File: src/rtl/sme_result_queue_if.sv
// Handshake bundle between the string-matching engine, the result queue and
// the host. The queue itself attaches through the slave modport; the master
// modport is the engine and host side driving results in and taking them out.
interface sme_result_queue_if #(
  parameter int IDX_W = 5,
  parameter int SEQ_W = 8
);
  logic             in_valid;
  logic             in_match;
  logic [IDX_W-1:0] in_match_index;
  logic             out_valid;
  logic             out_ready;
  logic             out_match;
  logic [IDX_W-1:0] out_match_index;
  logic [SEQ_W-1:0] out_seq;

  modport master (
    output in_valid, in_match, in_match_index, out_ready,
    input  out_valid, out_match, out_match_index, out_seq
  );

  modport slave (
    input  in_valid, in_match, in_match_index, out_ready,
    output out_valid, out_match, out_match_index, out_seq
  );
endinterface

File: src/rtl/sme_result_queue.sv
// Result buffer behind the string-matching engine. Every engine result pulse
// is tagged with a job sequence number and stored in a show-ahead circular
// FIFO read by the host over valid/ready. The engine cannot be stalled, so a
// result arriving while the FIFO is full (and not being popped) is dropped and
// a sticky overflow flag is raised; the gap in out_seq shows which job was lost.
//
// Optional statistics counters are built when SME_RESULT_STATS_EN is defined;
// otherwise job_count and match_count are tied to zero.
module sme_result_queue #(
  parameter int DEPTH = 4,
  parameter int IDX_W = 5,
  parameter int SEQ_W = 8,
  parameter int CNT_W = 16
) (
  input  logic                       clk,
  input  logic                       reset,
  sme_result_queue_if.slave          bus,
  output logic [$clog2(DEPTH):0]     level,
  output logic                       full,
  output logic                       overflow,
  input  logic                       clear_ovf,
  output logic [CNT_W-1:0]           job_count,
  output logic [CNT_W-1:0]           match_count
);

  localparam int PTR_W = $clog2(DEPTH);
  localparam int LVL_W = PTR_W + 1;

  // Control state
  logic [PTR_W-1:0] wr_ptr_q, wr_ptr_d;
  logic [PTR_W-1:0] rd_ptr_q, rd_ptr_d;
  logic [LVL_W-1:0] level_q,  level_d;
  logic [SEQ_W-1:0] seq_ctr_q, seq_ctr_d;
  logic             ovf_q,    ovf_d;

  // Entry storage (data only, never reset)
  logic             mem_match_q [DEPTH];
  logic [IDX_W-1:0] mem_idx_q   [DEPTH];
  logic [SEQ_W-1:0] mem_seq_q   [DEPTH];

  logic out_valid_w;
  logic full_w;
  logic push;
  logic pop;
  logic drop;

  assign out_valid_w = (level_q != '0);
  assign full_w      = (level_q == LVL_W'(DEPTH));

  // Next-state logic: handshake decode, pointer/level/sequence/overflow update
  always_comb begin
    pop       = out_valid_w && bus.out_ready;
    push      = bus.in_valid && (!full_w || pop);
    drop      = bus.in_valid && full_w && !pop;
    wr_ptr_d  = wr_ptr_q;
    rd_ptr_d  = rd_ptr_q;
    level_d   = level_q;
    seq_ctr_d = seq_ctr_q;
    ovf_d     = ovf_q;
    if (push) wr_ptr_d = wr_ptr_q + PTR_W'(1);
    if (pop)  rd_ptr_d = rd_ptr_q + PTR_W'(1);
    case ({push, pop})
      2'b10:   level_d = level_q + LVL_W'(1);
      2'b01:   level_d = level_q - LVL_W'(1);
      default: level_d = level_q;
    endcase
    // Every result consumes a sequence number, stored or not
    if (bus.in_valid) seq_ctr_d = seq_ctr_q + SEQ_W'(1);
    // A drop in the same cycle as clear_ovf keeps the flag set
    if (drop)           ovf_d = 1'b1;
    else if (clear_ovf) ovf_d = 1'b0;
  end

  // Control registers with synchronous reset
  always_ff @(posedge clk) begin
    if (reset) begin
      wr_ptr_q  <= '0;
      rd_ptr_q  <= '0;
      level_q   <= '0;
      seq_ctr_q <= '0;
      ovf_q     <= 1'b0;
    end else begin
      wr_ptr_q  <= wr_ptr_d;
      rd_ptr_q  <= rd_ptr_d;
      level_q   <= level_d;
      seq_ctr_q <= seq_ctr_d;
      ovf_q     <= ovf_d;
    end
  end

  // Entry write; tagged with the pre-increment sequence number
  always_ff @(posedge clk) begin
    if (push) begin
      mem_match_q[wr_ptr_q] <= bus.in_match;
      mem_idx_q[wr_ptr_q]   <= bus.in_match_index;
      mem_seq_q[wr_ptr_q]   <= seq_ctr_q;
    end
  end

  // Head entry shown directly from storage; forced to zero while empty so
  // the outputs read zero after reset regardless of stale storage contents
  assign bus.out_valid       = out_valid_w;
  assign bus.out_match       = out_valid_w & mem_match_q[rd_ptr_q];
  assign bus.out_match_index = out_valid_w ? mem_idx_q[rd_ptr_q] : '0;
  assign bus.out_seq         = out_valid_w ? mem_seq_q[rd_ptr_q] : '0;

  assign level    = level_q;
  assign full     = full_w;
  assign overflow = ovf_q;

`ifdef SME_RESULT_STATS_EN
  logic [CNT_W-1:0] job_cnt_q,   job_cnt_d;
  logic [CNT_W-1:0] match_cnt_q, match_cnt_d;

  function automatic logic [CNT_W-1:0] sat_inc(input logic [CNT_W-1:0] v);
    return (&v) ? v : v + CNT_W'(1);
  endfunction

  // Saturating statistics: every job, and every matching job
  always_comb begin
    job_cnt_d   = job_cnt_q;
    match_cnt_d = match_cnt_q;
    if (bus.in_valid)                 job_cnt_d   = sat_inc(job_cnt_q);
    if (bus.in_valid && bus.in_match) match_cnt_d = sat_inc(match_cnt_q);
  end

  // Statistics registers, cleared only by reset
  always_ff @(posedge clk) begin
    if (reset) begin
      job_cnt_q   <= '0;
      match_cnt_q <= '0;
    end else begin
      job_cnt_q   <= job_cnt_d;
      match_cnt_q <= match_cnt_d;
    end
  end

  assign job_count   = job_cnt_q;
  assign match_count = match_cnt_q;
`else
  assign job_count   = '0;
  assign match_count = '0;
`endif

endmodule
File: src/flat_wrapper.sv
// flat-port wrapper written by rule: the top's interface ports become plain ports
module sme_result_queue_flat 
#(
  parameter int DEPTH = 4,
  parameter int IDX_W = 5,
  parameter int SEQ_W = 8,
  parameter int CNT_W = 16
)
  (clk, reset, level, full, overflow, clear_ovf, job_count, match_count, bus_in_valid, bus_in_match, bus_in_match_index, bus_out_ready, bus_out_valid, bus_out_match, bus_out_match_index, bus_out_seq);
  sme_result_queue_if #(.IDX_W(IDX_W), .SEQ_W(SEQ_W)) bus_i ();
  input  logic clk;
  input  logic reset;
  output logic [$clog2(DEPTH):0] level;
  output logic full;
  output logic overflow;
  input  logic clear_ovf;
  output logic [CNT_W-1:0] job_count;
  output logic [CNT_W-1:0] match_count;
  input wire logic [$bits(bus_i.in_valid)-1:0] bus_in_valid;
  input wire logic [$bits(bus_i.in_match)-1:0] bus_in_match;
  input wire logic [$bits(bus_i.in_match_index)-1:0] bus_in_match_index;
  input wire logic [$bits(bus_i.out_ready)-1:0] bus_out_ready;
  output wire logic [$bits(bus_i.out_valid)-1:0] bus_out_valid;
  output wire logic [$bits(bus_i.out_match)-1:0] bus_out_match;
  output wire logic [$bits(bus_i.out_match_index)-1:0] bus_out_match_index;
  output wire logic [$bits(bus_i.out_seq)-1:0] bus_out_seq;
  assign bus_i.in_valid = bus_in_valid;
  assign bus_i.in_match = bus_in_match;
  assign bus_i.in_match_index = bus_in_match_index;
  assign bus_i.out_ready = bus_out_ready;
  assign bus_out_valid = bus_i.out_valid;
  assign bus_out_match = bus_i.out_match;
  assign bus_out_match_index = bus_i.out_match_index;
  assign bus_out_seq = bus_i.out_seq;
  sme_result_queue #(.DEPTH(DEPTH), .IDX_W(IDX_W), .SEQ_W(SEQ_W), .CNT_W(CNT_W)) u_core (.clk(clk), .reset(reset), .bus(bus_i), .level(level), .full(full), .overflow(overflow), .clear_ovf(clear_ovf), .job_count(job_count), .match_count(match_count));
endmodule
File: config.mk
export PLATFORM = sky130hd
export DESIGN_NAME = sme_result_queue_flat
export DESIGN_NICKNAME = d
export VERILOG_FILES = /design/src/rtl/sme_result_queue_if.sv /design/src/rtl/sme_result_queue.sv /design/src/flat_wrapper.sv
export SDC_FILE = /design/constraint.sdc
export NUM_CORES = 1
export LEC_CHECK = 0
export CAP_MARGIN = 20
export CORE_UTILIZATION = 51
export DETAILED_ROUTE_END_ITERATION = 8
export GPL_TIMING_DRIVEN = 0
export PLACE_DENSITY = 0.79
export RECOVER_POWER = 100
export SLEW_MARGIN = 10
export SYNTH_ARGS = -nofsm -noshare
export SYNTH_HDL_FRONTEND = slang
export SYNTH_SLANG_ARGS = --single-unit
File: constraint.sdc
create_clock -name clk -period 2.8 [get_ports clk]
set_clock_uncertainty 0.15 [all_clocks]
set_input_delay 0.7 -clock clk [delete_from_list [all_inputs] [get_ports clk]]
set_output_delay 0.7 -clock clk [all_outputs]
set_load 0.1 [all_outputs]
==> impl_metrics.env, run 1 <==
export IMPL_finalHoldViolCount=0
export IMPL_syn_inst=217
export IMPL_grt_use_total_pct=17.0
export IMPL_ios=63
export IMPL_globalplace_congestion=0.700
export IMPL_yosysUniqueCellTypes=32
export IMPL_start_util_pct=53.8
export IMPL_synth_area_um2=3240
export IMPL_grt_max_degree=15
export IMPL_critPathKind="register to primary output"
export IMPL_antenna_found_initial=0
export IMPL_antenna_left=0
export IMPL_clkTransAtPathRegs_ps=70
export IMPL_power_mw=4.37
export IMPL_critPathLaunchType="register"
export IMPL_worst_slew_pin_slew_ps=1160
export IMPL_synth_edf_count=56
export IMPL_grt_overflow_total=0
export IMPL_num_antenna_cells=0
export IMPL_grt_pass1_vias=1650
export IMPL_wire_per_inst_um=13.8
export IMPL_drc_errors=0
export IMPL_period_minus_slack_ps=2730
export IMPL_path_delay_family="buffers and inverters"
export IMPL_fmax_ghz=0.367
export IMPL_synth_seq_cells=74
export IMPL_setup_viol=0
export IMPL_fin_area_um2=3990
export IMPL_layout_commonest_cell="edfxtp_1"
export IMPL_synthArstFlopShare_pct=0
export IMPL_cts_max_level=3
export IMPL_fillers=445
export IMPL_slowest_delay_ps=1200
export IMPL_final_cell_mix="56 x edfxtp_1, 44 x buf_4, 32 x conb_1"
export IMPL_cts_tree="yes"
export IMPL_worstPathArrival_ps=1880
export IMPL_powerDensity_nw_per_um2=1100
export IMPL_synth_warnings=0
export IMPL_drv_cap=0
export IMPL_placed_area_um2=3820
export IMPL_port_buffers=28
export IMPL_grt_pass1_wl_um=7790
export IMPL_syn_avg_cell_area_um2=14.9
export IMPL_fin_hold_ws_ps=364
export IMPL_cp_slowest_cell="dlygate4sd3_1"
export IMPL_fin_crit_sh_pct=97.3
export IMPL_cts_root_buffer="clkbuf_8"
export IMPL_slew_violations=0
export IMPL_die_h_um=81.7
export IMPL_nets=307
export IMPL_p_leak_nw=1.58
export IMPL_core_um2=6030
export IMPL_path_buf_inv=1
export IMPL_drtIter0Drc=94
export IMPL_clockBufferDepth=2
export IMPL_drive_above_1_share_pct=36.1
export IMPL_peakVddDrop_mv=0.817
export IMPL_regArea_um2=2050
export IMPL_dp_hpwl_um=3400
export IMPL_hp_class="register to register"
export IMPL_cts_buffers=9
export IMPL_multi_input_area_um2=1080
export IMPL_dieArea_um2=6670
export IMPL_wl_um=5090
export IMPL_cp_cell_sequence="dlygate4sd3_1"
export IMPL_relSlewSlack_pct=23.2
export IMPL_crit_path_end_kind="primary output"
export IMPL_vias=1747
export IMPL_seq_area_frac_synth_pct=63.0
export IMPL_required_ps=1950
export IMPL_via_per_inst=4.73
export IMPL_rows=28
export IMPL_finish_utilization_pct=66.2
export IMPL_critical_path_max_fanout=2
export IMPL_dominantRegCellSynth="edfxtp_1"
export IMPL_drt_pass1_iterations=4
export IMPL_cts_sinks=74
export IMPL_clock_latency_ps=340
export IMPL_fp_dieW_um=81.7
export IMPL_outcome="finished clean"
export IMPL_area_growth_pct=23.1
-- cell usage after synthesis, types with 3 or more instances --
cell      number  area [µm²]
o21ai_0        4        20.0
nor2_1        13        48.8
and2_1         4        25.0
nand2_1        5        18.8
xor2_1         6        52.6
buf_6          3        33.8
mux4_2        14         315
edfxtp_1      56        1680
buf_4         32         240
inv_1          8        30.0
ha_1           6        75.1
dfxtp_1       18         360
a21oi_1        7        35.0
nor2b_1       15        93.8
-- routing by layer --
metal | GRT usage (%) | wire length [µm] | vias up
met5 | 0 | 0 | -
met3 | 3.33 | 221 | 8
li1 | - | - | 859
met4 | 11.1 | 104 | 0
met2 | 29.4 | 2680 | 50
met1 | 19.3 | 2090 | 830
-- sequential cells by signal, summed over array words and instances (netlist names), named ones only --
register and count:
u_core.mem_seq_q 32, u_core.mem_idx_q 20, u_core.seq_ctr_q 8, u_core.mem_match_q 4, u_core.level 3, u_core.rd_ptr_q 2
u_core.wr_ptr_q 2, u_core.overflow 1
-- worst paths after layout --
check                     start                  to  slack (ps)  depth (start not counted)
max             u_core.overflow            overflow          70                          1
min reg2reg  u_core.wr_ptr_q[1]  u_core.wr_ptr_q[1]         360                          2
max reg2reg     u_core.level[0]     u_core.level[2]         440                          9
min          u_core.wr_ptr_q[1]  u_core.wr_ptr_q[1]         360                          2
-- metrics by stage --
| step | cells | TNS [ps] | setup WS, ps |
|---|---|---|---|
| finish | 369 | 0 | 74.2 |
| global route | 369 | -0.253 | -0.253 |
| CTS | 368 | -8.94 | -8.94 |
| detailed placement | 351 | -7230 | -579 |
| global placement | 351 | -6810 | -597 |
| floorplan | 248 | 0 | 84.0 |
-- worst register-to-register path: cells and delay by family, from the launching register on --
kind                     cells  cell delay, ps
adder cells (fa/ha/maj)      2             550
buffers and inverters        2             140
AO/OA/AOI/OAI                1             140
flip-flops                   1             370
AND/OR/NAND/NOR              3             790
XOR/XNOR                     1             150
-- what timing repair did --
item / CTS / global route
setup buffers: 1 / 1
pin swaps: 1 / 1
hold buffers: 0 / 0
cloned: 0 / 0
resized for setup: 77 / 16
endpoints found under the setup margin: 17 / 18
-- report_power, final --
group	internal [mW]	total [mW]	leakage, nW	switching (mW)
Sequential	1.28	1.35	0.691	0.0727
Combinational	0.547	2.16	0.778	1.61
Clock	0.483	0.857	0.112	0.374
Total	2.31	4.37	1.58	2.06
-- layout make-up --
type	count	share of cell area, %
timing repair buffer	30	5.62
tap	75	2.35
multi-input combinational	127	27.0
inverter	8	0.847
sequential	74	51.3
clock buffer	12	4.14
clock inverter	4	1.22
buffer	39	7.47
-- cells by family after synthesis --
family	count (synthesis)	synth area share (%)
flip-flops	74	63.0
AND/OR/NAND/NOR	51	9.23
buffers and inverters	47	9.93
multiplexers	17	10.7
AO/OA/AOI/OAI	13	2.16
adder cells (fa/ha/maj)	7	2.94
XOR/XNOR	7	1.89
other	1	0.116
Power figures use the tool's default switching activity.
==> run 2: changes to the inputs <==
--- a/config.mk
+++ b/config.mk
@@ -9,7 +9,7 @@
 export CORE_UTILIZATION = 51
 export DETAILED_ROUTE_END_ITERATION = 8
 export GPL_TIMING_DRIVEN = 0
-export PLACE_DENSITY = 0.79
+export PLACE_DENSITY_LB_ADDON = 0.08
 export RECOVER_POWER = 100
 export SLEW_MARGIN = 10
 export SYNTH_ARGS = -nofsm -noshare
==> impl_metrics.env, run 2 (synthesis gave the netlist of run 1 again) <==
export IMPL_outcome="finished clean"
export IMPL_clockBufferDepth=2
export IMPL_slowest_delay_ps=1150
export IMPL_clock_latency_ps=340
export IMPL_powerDensity_nw_per_um2=1060
export IMPL_drive_above_1_share_pct=33.3
export IMPL_die_h_um=81.7
export IMPL_wl_um=5350
export IMPL_globalplace_congestion=0.720
export IMPL_path_delay_family="buffers and inverters"
export IMPL_path_buf_inv=1
export IMPL_gr_max_usage_layer="met2"
export IMPL_start_util_pct=53.8
export IMPL_period_minus_slack_ps=2740
export IMPL_cts_max_level=3
export IMPL_cts_buffers=9
export IMPL_critical_path_max_fanout=7
export IMPL_required_ps=1950
export IMPL_placed_area_um2=3820
export IMPL_crit_path_end_kind="primary output"
export IMPL_grt_use_met1_pct=24.1
export IMPL_rsz0062_at_grt="no"
export IMPL_critPathLaunchType="register"
export IMPL_core_um2=6030
export IMPL_fin_hold_ws_ps=344
export IMPL_worstPathArrival_ps=1890
export IMPL_cp_slowest_cell="clkdlybuf4s50_1"
export IMPL_cts_sinks=74
export IMPL_drtIter0Drc=110
export IMPL_fin_tns_setup_ps=0
export IMPL_largest_register="u_core.mem_seq_q"
export IMPL_cts_tree="yes"
export IMPL_layout_commonest_cell="edfxtp_1"
export IMPL_drc_errors=0
export IMPL_grt_max_degree=15
export IMPL_antenna_left=0
export IMPL_critPathKind="register to primary output"
export IMPL_largest_register_ff_count=32
export IMPL_fin_crit_sh_pct=98.0
export IMPL_nets=307
export IMPL_grt_pass1_wl_um=8210
export IMPL_clkTransAtPathRegs_ps=70
export IMPL_met3_usage_pct=4.56
export IMPL_worst_slew_pin_slew_ps=1180
export IMPL_rows=28
export IMPL_grt_overflow_total=0
export IMPL_use_met2_pct=27.4
export IMPL_setup_viol=0
export IMPL_via_per_inst=4.66
export IMPL_area_growth_pct=20.9
export IMPL_hp_class="register to register"
export IMPL_ios=63
export IMPL_dp_hpwl_um=3490
export IMPL_finalHoldViolCount=0
export IMPL_fp_dieW_um=81.7
export IMPL_p_leak_nw=1.53
export IMPL_fmax_ghz=0.364
export IMPL_final_cell_mix="56 x edfxtp_1, 40 x buf_4, 32 x conb_1"
export IMPL_grt_use_total_pct=17.9
export IMPL_relSlewSlack_pct=21.4
export IMPL_vias=1720
export IMPL_reg_top3="u_core.mem_seq_q (32), u_core.mem_idx_q (20), u_core.seq_ctr_q (8)"
export IMPL_wire_per_inst_um=14.5
export IMPL_power_mw=4.15
export IMPL_dieArea_um2=6670
export IMPL_drv_cap=0
export IMPL_grt_pass1_vias=1625
export IMPL_num_antenna_cells=0
export IMPL_final_cell_count_no_fill=369
export IMPL_place_inst=351
export IMPL_port_buffers=28
export IMPL_slew_violations=0
export IMPL_cp_cell_sequence="clkdlybuf4s50_1"
export IMPL_fin_area_um2=3920
export IMPL_peakVddDrop_mv=0.883
export IMPL_cts_root_buffer="clkbuf_8"
export IMPL_drt_pass1_iterations=4
export IMPL_antenna_found_initial=0
-- run 2: cell types whose count changed in the layout (fill, tap and decap cells not counted), sizes merged --
cell	change
clkdlybuf4s15	-1
buf	-1
clkinvlp	+1
bufinv	-1
dlygate4sd2	+1
clkdlybuf4s50	+1
-- run 2: stage by stage --
stage          worst slack [ps]  util (%)
6_report                   55.4      65.0
3_3_place_gp               -584      63.4
4_1_cts                    4.20      65.8
5_1_grt                    4.07      65.0
3_5_place_dp               -574      63.4
2_1_floorplan              84.0         -
-- run 2: what timing repair did --
action | CTS | global route
resized for setup | 79 | 20
hold buffers | 0 | 0
buffers inserted | 1 | 1
pin swaps | 1 | 1
endpoints found under the setup margin | 16 | 17
-- run 2: power by group --
part / internal [mW] / switching (mW)
clock: 0.316 / 0.361
sequential: 1.28 / 0.0719
combinational: 0.533 / 1.59
-- run 2: cell type report --
| cell class | instances | area (µm²) |
|---|---|---|
| Fill cell | 478 | 2110 |
| Sequential cell | 74 | 2040 |
| Multi-Input combinational cell | 127 | 1040 |
| Buffer | 39 | 305 |
| Timing Repair Buffer | 30 | 240 |
| Clock buffer | 12 | 135 |
| Tap cell | 75 | 93.8 |
| Inverter | 8 | 33.8 |
| Clock inverter | 4 | 21.3 |
-- run 2: metal layers --
layer	share of wire, %	up-vias
li1	-	857
met4	1.1	0
met3	4.7	4
met5	0	-
met2	49	46
met1	45	813
-- run 2: final timing paths --
check	slack (ps)	depth (start not counted)	start	endpoint
setup reg to reg	340	3	u_core.level[1]	u_core.mem_idx_q[2][3]
setup / recovery	60	1	u_core.level[2]	level[2]
hold / removal	340	2	u_core.rd_ptr_q[1]	register
hold reg to reg	340	2	u_core.rd_ptr_q[1]	register
==> run 3: changes to the inputs <==
--- a/config.mk
+++ b/config.mk
@@ -5,8 +5,8 @@
 export SDC_FILE = /design/constraint.sdc
 export NUM_CORES = 1
 export LEC_CHECK = 0
-export CAP_MARGIN = 20
-export CORE_UTILIZATION = 51
+export CORE_MARGIN = 2
+export CORE_UTILIZATION = 29
 export DETAILED_ROUTE_END_ITERATION = 8
 export GPL_TIMING_DRIVEN = 0
 export PLACE_DENSITY_LB_ADDON = 0.08
==> impl_metrics.env, run 3 (synthesis gave the netlist of run 1 again) <==
export IMPL_outcome="finished clean"
export IMPL_layout_commonest_cell="edfxtp_1"
export IMPL_dp_hpwl_um=3780
export IMPL_power_mw=4.44
export IMPL_nets=306
export IMPL_drt_pass1_iterations=4
export IMPL_grt_pass1_wl_um=8760
export IMPL_p_int_mw=2.35
export IMPL_p_leak_nw=1.62
export IMPL_fp_dieW_um=110
export IMPL_path_delay_family="buffers and inverters"
export IMPL_period_minus_slack_ps=2790
export IMPL_met3_wirelength_um=251
export IMPL_hp_class="register to register"
export IMPL_reg2reg_from="u_core.level[0]"
export IMPL_peakVddDrop_mv=0.718
export IMPL_critical_path_max_fanout=6
export IMPL_power_frac_clock_pct=20.3
export IMPL_die_h_um=110
export IMPL_worst_slew_pin_slew_ps=962
export IMPL_dieArea_um2=12000
export IMPL_drv_cap=0
export IMPL_clockBufferDepth=2
export IMPL_path_buf_inv=1
export IMPL_vias=1728
export IMPL_wl_met1_um=2720
export IMPL_crit_path_end_kind="primary output"
export IMPL_worstPathArrival_ps=1940
export IMPL_fmax_ghz=0.359
export IMPL_wl_um=5830
export IMPL_ios=63
export IMPL_power_frac_comb_pct=49.2
export IMPL_clock_latency_ps=340
export IMPL_wl_met2_um=2740
export IMPL_cts_hold_buf=0
export IMPL_area_growth_pct=26.7
export IMPL_powerDensity_nw_per_um2=1080
export IMPL_critPathKind="register to primary output"
export IMPL_final_cell_mix="56 x edfxtp_1, 45 x buf_4, 32 x conb_1"
export IMPL_largest_register="u_core.mem_seq_q"
export IMPL_core_um2=10900
export IMPL_grt_max_degree=15
export IMPL_slowest_delay_ps=1160
export IMPL_grt_pass1_vias=1589
export IMPL_drc_errors=0
export IMPL_p_switching_mw=2.09
export IMPL_r2r_slack_ps=460
export IMPL_rows=38
export IMPL_drive_above_1_share_pct=36.2
export IMPL_cts_root_buffer="clkbuf_8"
export IMPL_pwr_share_seq_pct=30.5
export IMPL_slew_violations=0
export IMPL_holdPathStages=2
export IMPL_port_buffers=28
export IMPL_cts_tree="yes"
export IMPL_globalplace_congestion=0.715
export IMPL_via_per_inst=3.99
export IMPL_min_delay_start="u_core.rd_ptr_q[1]"
export IMPL_cp_cell_sequence="clkdlybuf4s50_1"
export IMPL_setup_viol=0
export IMPL_rsz0062_at_grt="yes"
export IMPL_crit_path_start="u_core.level[0]"
export IMPL_r2r_end="u_core.level[2]"
export IMPL_fin_tns_setup_ps=0
export IMPL_grt_overflow_total=0
export IMPL_num_antenna_cells=0
export IMPL_critPathLaunchType="register"
export IMPL_largest_register_ff_count=32
export IMPL_cts_sinks=74
export IMPL_cp_slowest_cell="clkdlybuf4s50_1"
export IMPL_reg2reg_depth=9
export IMPL_cts_max_level=3
export IMPL_reg_top3="u_core.mem_seq_q (32), u_core.mem_idx_q (20), u_core.seq_ctr_q (8)"
export IMPL_fin_crit_sh_pct=99.6
export IMPL_cts_buffers=9
export IMPL_fillers=1068
export IMPL_wire_per_inst_um=13.5
export IMPL_antenna_left=0
export IMPL_finalHoldViolCount=0
export IMPL_start_util_pct=29.8
export IMPL_clkTransAtPathRegs_ps=90
export IMPL_antenna_found_initial=0
export IMPL_switching_share_pct=47.1
export IMPL_grt_use_total_pct=10.2
export IMPL_drtIter0Drc=60
export IMPL_relSlewSlack_pct=35.7
export IMPL_top_layer_used="met4"
export IMPL_required_ps=1950
==> run 3: changes by cell type in the layout (fill, tap and decap cells not counted), sizes merged, moves of 2 or more <==
cell	before	now
clkbuf	23	12
bufinv	0	2
buf	48	53
clkdlybuf4s50	2	5
==> run 3: stage by stage <==
stage               worst slack [ps]  hold WS [ps]  cells  area, µm²  util (%)
global placement                -564           325    416       3900      35.8
CTS                            -19.9           352    433       4110      37.7
global route                   -61.5           387    433       4100      37.7
detailed placement              -613           339    416       3900      35.8
finish                          11.3           349    433       4100      37.7
floorplan                       84.0           309    248       3450         -
==> run 3: what timing repair did <==
item                                    in CTS  in global routing
resized for setup                           83                  9
buffers inserted                             1                  0
pin swaps                                    1                  0
gates cloned                                 0                  0
endpoints found under the setup margin      17                 13
==> run 3: power groups by stage <==
stage / combinational [mW] / sequential (mW) / clock [mW]
2_1_floorplan: 1.72 / 1.48 / 0
3_3_place_gp: 2.23 / 1.37 / 0
3_5_place_dp: 2.23 / 1.37 / 0
4_1_cts: 2.23 / 1.35 / 0.928
5_1_grt: 2.29 / 1.37 / 0.959
6_report: 2.18 / 1.35 / 0.902
==> run 3: worst max path at each step <==
stage                                 end  cells after the start
after floorplan             bus_out_valid                      3
after global placement      bus_out_valid                      4
after detailed placement    bus_out_valid                      4
after CTS                   bus_out_valid                      4
after global routing      u_core.level[2]                     10
final                            level[0]                      1
==> run 3: layout make-up <==
cell class | instances | area, µm² | share of cell area, %
Timing Repair Buffer | 29 | 239 | 5.82
Inverter | 8 | 33.8 | 0.823
Tap cell | 140 | 175 | 4.27
Clock buffer | 10 | 128 | 3.11
Sequential cell | 74 | 2050 | 49.8
Clock inverter | 6 | 90.1 | 2.20
Multi-Input combinational cell | 127 | 1090 | 26.5
Buffer | 39 | 305 | 7.44
==> run 3: metal layers <==
metal  global-route usage [%]  vias up
li1                         -      859
met1                     13.7      818
met2                     15.5       43
met3                     1.96        8
met4                     5.97        0
met5                        0        -
